[src/rtl/fetch_sequencer_pkg.sv]
// Shared definitions for the instruction fetch sequencer: state encoding and
// the opcode-class codes taken from the top two opcode bits.
package fetch_sequencer_pkg;

  typedef enum logic [2:0] {
    ST_INIT     = 3'd0,
    ST_FETCH_OP = 3'd1,
    ST_FETCH_LO = 3'd2,
    ST_FETCH_HI = 3'd3,
    ST_EXEC     = 3'd4
  } state_t;

  localparam logic [1:0] CLASS_NONE  = 2'b00;
  localparam logic [1:0] CLASS_IMM8  = 2'b01;
  localparam logic [1:0] CLASS_IMM16 = 2'b10;
  localparam logic [1:0] CLASS_JUMP  = 2'b11;

endpackage

[src/rtl/fetch_sequencer.sv]
// Byte-serial instruction fetch sequencer: reads opcode and operand bytes at
// the external PC, drives active-low PC increment/load strobes, flags EXEC.
module fetch_sequencer
  import fetch_sequencer_pkg::*;
#(
  parameter int WordSize = 16,
  parameter int OpWidth  = 8
) (
  input  logic                clk,
  input  logic                reset,
  input  logic [WordSize-1:0] pc,
  input  logic [OpWidth-1:0]  mem_data,
  input  logic                stall,
  input  logic                taken,
  output logic                PCwe,
  output logic                PCinc,
  output logic [WordSize-1:0] PCdata,
  output logic [OpWidth-1:0]  opcode,
  output logic [WordSize-1:0] operand,
  output logic                instr_valid,
  output logic [2:0]          o_dbg_state,
  output logic [WordSize-1:0] o_dbg_op_addr
);

  state_t              r_state;
  logic [OpWidth-1:0]  r_opcode;
  logic [WordSize-1:0] r_operand;
  logic [WordSize-1:0] r_op_addr;

  state_t              w_next;
  logic [OpWidth-1:0]  w_op_next;
  logic [WordSize-1:0] w_operand_next;
  logic [WordSize-1:0] w_op_addr_next;
  logic                w_pcwe;
  logic                w_pcinc;
  logic [WordSize-1:0] w_pcdata;
  logic                w_iv;
  logic [1:0]          w_class;
  logic [1:0]          w_mem_class;

  assign w_class     = r_opcode[OpWidth-1 -: 2];
  // In FETCH_OP the opcode is not registered yet, so branch on the incoming byte.
  assign w_mem_class = mem_data[OpWidth-1 -: 2];

  always_ff @(posedge clk or negedge reset) begin
    if (!reset) begin
      r_state   <= ST_INIT;
      r_opcode  <= '0;
      r_operand <= '0;
      r_op_addr <= '0;
    end else begin
      r_state   <= w_next;
      r_opcode  <= w_op_next;
      r_operand <= w_operand_next;
      r_op_addr <= w_op_addr_next;
    end
  end

  always_comb begin
    w_next         = r_state;
    w_op_next      = r_opcode;
    w_operand_next = r_operand;
    w_op_addr_next = r_op_addr;
    w_pcwe         = 1'b1;
    w_pcinc        = 1'b1;
    w_pcdata       = '0;
    w_iv           = 1'b0;
    case (r_state)
      ST_INIT: begin
        // PC load to zero happens even when stalled so fetch always restarts at 0.
        w_pcwe = 1'b0;
        w_next = ST_FETCH_OP;
      end
      ST_FETCH_OP: begin
        if (!stall) begin
          w_pcinc        = 1'b0;
          w_op_next      = mem_data;
          w_operand_next = '0;
          w_op_addr_next = pc;
          w_next         = (w_mem_class == CLASS_NONE) ? ST_EXEC : ST_FETCH_LO;
        end
      end
      ST_FETCH_LO: begin
        if (!stall) begin
          w_pcinc                     = 1'b0;
          w_operand_next[OpWidth-1:0] = mem_data;
          w_next = (w_class == CLASS_IMM8) ? ST_EXEC : ST_FETCH_HI;
        end
      end
      ST_FETCH_HI: begin
        if (!stall) begin
          w_pcinc                               = 1'b0;
          w_operand_next[2*OpWidth-1:OpWidth]   = mem_data;
          w_next                                = ST_EXEC;
        end
      end
      ST_EXEC: begin
        w_iv = 1'b1;
        if (!stall) begin
          if (w_class == CLASS_JUMP && taken) begin
            w_pcwe   = 1'b0;
            w_pcdata = r_operand;
          end
          w_next = ST_FETCH_OP;
        end
      end
      default: w_next = ST_INIT;
    endcase
  end

  // Reset held low must silence the INIT load strobe as well.
  assign PCwe          = w_pcwe | ~reset;
  assign PCinc         = w_pcinc | ~reset;
  assign PCdata        = reset ? w_pcdata : '0;
  assign instr_valid   = w_iv;
  assign opcode        = r_opcode;
  assign operand       = r_operand;
  assign o_dbg_state   = r_state;
  assign o_dbg_op_addr = r_op_addr;

endmodule

[config.mk]
export PLATFORM = sky130hd
export DESIGN_NAME = fetch_sequencer
export DESIGN_NICKNAME = d
export VERILOG_FILES = /design/src/rtl/fetch_sequencer_pkg.sv /design/src/rtl/fetch_sequencer.sv
export SDC_FILE = /design/constraint.sdc
export NUM_CORES = 1
export LEC_CHECK = 0
export ABC_CLOCK_PERIOD_IN_PS = 1760
export CORE_ASPECT_RATIO = 0.9
export CORE_MARGIN = 8
export CORE_UTILIZATION = 37
export DETAILED_ROUTE_END_ITERATION = 8
export GPL_TIMING_DRIVEN = 1
export PLACE_DENSITY = 0.76
export SLEW_MARGIN = 20
export SYNTH_ARGS = -nofsm -noshare
export SYNTH_HDL_FRONTEND = slang
export SYNTH_SLANG_ARGS = --single-unit
[constraint.sdc]
create_clock -name clk -period 1.76 [get_ports clk]
set_input_delay 0.352 -clock clk [delete_from_list [all_inputs] [get_ports clk]]
set_output_delay 0.352 -clock clk [all_outputs]
set_load 0.05 [all_outputs]
==> metrics.txt <==
DR WL/cell about 17 um; clock slew at the register clock pins of the worst setup and hold paths 80 ps; Final WS setup -195 ps; CP max stage delay 430 ps; Hold Violations, Final 0; Worst-Margin Slew approximately 320 ps; Yosys warning count 0; crit path launch type register; Max Freq just over 500 MHz; Unique masters post-synth 26; clk_lat worst skew 290 ps; Seq/Total Area, Yosys a little over half; die area 0.00791 mm2; n_diodes 0; clk sinks 43; wire length of the first global-routing pass 9540 um; Slowest-stage cell, CP dfrtp_2; row cnt 25; gp weighted congestion 0.824; Avg Synthesized Cell Area 11.1 um2; pins over their slew limit 0; HPWL after DPL approximately 4500 um; critical path required time 1410 ps; failing checks negative setup slack; max cap viols 0; Layout Nets 308; post-route ant nets 0; Power Total 7000 uW; Design Area, Final 0.00339 mm2; fin crit share 111%; slew margin rel. between 70% and 80%; placed cell area 0.00323 mm2; TritonCTS clock tree done; CP Class register to output port; Residual DRC 0; Mapped Area 0.00197 mm2; post-layout util roughly two thirds; CP endpoint kind output port; static leakage 0.00157 uW; CTS H-Tree Depth 2; Die H 85.2 um; syn nets approximately 210; Initial Utilization between 30% and 40%; Clock Skew 5.48 ps; largest net degree at the start of global routing 28; hold_ws ~110 ps; worst min path class primary input to asynchronous set/reset pin; initial antenna violation count 0; Port Buffer Count 89; critical path fanouts, max 8; Clock Path Buffers 2; Cells after Synth 177; RSZ-0062 raised after global routing yes; initial drt markers 84; status complete, but fails checks; Synth-to-Final Area Change 72.2%; via density per instance ~4.8; Peak VDD IR 0.00128 V; Routed WL 5880 um; fraction of layout cells with a size suffix above 1 49.8%; DR pass1 iterations 4; Final Critical Period 1950 ps; Pwr Density ~2100 mW/mm2; Num CTS Buffers 5; crit path DAT around 1600 ps; global route overflow 0; total track usage between 10% and 20%; vias in the first global route 1,896; io pins 90; Die Wd 92.9 um; worst-path cell chain nor3b_4 > and3_4 > and2_4 > buf_12; Placeable Area 0.00519 mm2; Setup-failing EPs final 18; Seq cells post-synth 43; # fillers 407; clock root cell clkbuf_8; via count 1,687
-- path summary, 6_finish.rpt --
kind	start	to	slack, ps	depth (start not counted)
worst max-delay path	o_dbg_state[1]	PCdata[4]	-190	4
worst min-delay path	reset	operand[8]	110	2
worst max register to register	o_dbg_state[0]	o_dbg_op_addr[13]	80	5
worst min register to register	operand[13]	operand[13]	510	2
max in group asynchronous	reset	opcode[6]	1410	2
min in group clk	operand[13]	operand[13]	510	2
-- layer usage --
layer	up-vias	global-route usage, %	part of all wire, %
li1	803	-	-
met1	808	17.9	43
met2	70	23.5	47
met3	6	6.53	9.2
met4	0	5.26	1.0
met5	-	0	0
-- report_power, final --
| part | switching [uW] | internal [uW] | leakage [uW] | total [uW] |
|---|---|---|---|---|
| clock network | 337 | 322 | 0.0000484 | 659 |
| registers | 405 | 1500 | 0.000527 | 1900 |
| logic | 2740 | 1700 | 0.000994 | 4440 |
-- sequential cells by signal, indices dropped and copies added, names as in the netlist --
signal / count
opcode: 8
operand: 16
o_dbg_state: 3
o_dbg_op_addr: 16
-- critical path: cells and delay by family (launching register included) --
kind                   cells  cell delay [ps]
buffers and inverters      1              130
flip-flops                 1              430
AND/OR/NAND/NOR            3              750
-- final cells by class --
type                            count  area, um2  share of cell area [%]
Timing Repair Buffer              106       1150                    34.0
Sequential cell                    43       1080                    32.0
Clock inverter                      1       8.76                   0.259
Inverter                            1       3.75                   0.111
Multi-Input combinational cell    123        971                    28.7
Tap cell                           67       83.8                    2.48
Clock buffer                        7       86.3                    2.55
-- metrics by stage --
step                setup TNS (ps)  instances  setup WS [ps]
floorplan                   -11700        177           -530
finish                       -2820        348           -195
global route                 -3770        348           -239
global placement            -12670        336           -330
detailed placement          -13680        336           -382
CTS                          -3040        349           -211
-- repair_timing --
action / in CTS / in global routing
hold buffers: 0 / 0
pin swaps: 14 / 3
gates cloned: 1 / 0
resized for setup: 14 / 1
setup endpoints to repair: 35 / 41
setup buffers: 4 / 1
-- cells in the final DEF, fill, tap and decap left out, types with 6 or more instances in the layout --
cell type	n
clkbuf_8	6
mux2_4	24
nand2_1	26
dfrtp_1	38
o21ai_0	20
buf_4	56
buf_12	21
clkdlybuf4s50_1	24
and2_4	16
a21oi_1	9
nor2b_1	10
-- cell families after synthesis --
group	count (synthesis)	synth area share, %
buffers and inverters	12	4.01
AOI/OAI and AO/OA	32	8.52
muxes	24	13.7
and+or+nand+nor	66	19.0
DFF	43	54.7
-- Yosys cell counts (all sizes together) --
library cell / count / area (um2)
dfrtp: 43 / 1080
nand2: 26 / 97.6
mux2: 24 / 270
o21ai: 20 / 100
and2: 16 / 100
nor2b: 10 / 62.6
a21oi: 9 / 45.0
buf: 7 / 60.1
clkbuf: 4 / 15.0
nor2: 4 / 31.3
and3: 2 / 12.5
nand2b: 2 / 12.5
nor3b: 2 / 25.0
a211o: 1 / 8.76
a31oi: 1 / 6.26
and4b: 1 / 10.0
inv: 1 / 3.75
nand3b: 1 / 7.51
o211ai: 1 / 7.51
or3: 1 / 6.26
or3b: 1 / 8.76
No activity file was read; power rests on OpenSTA's default activity.
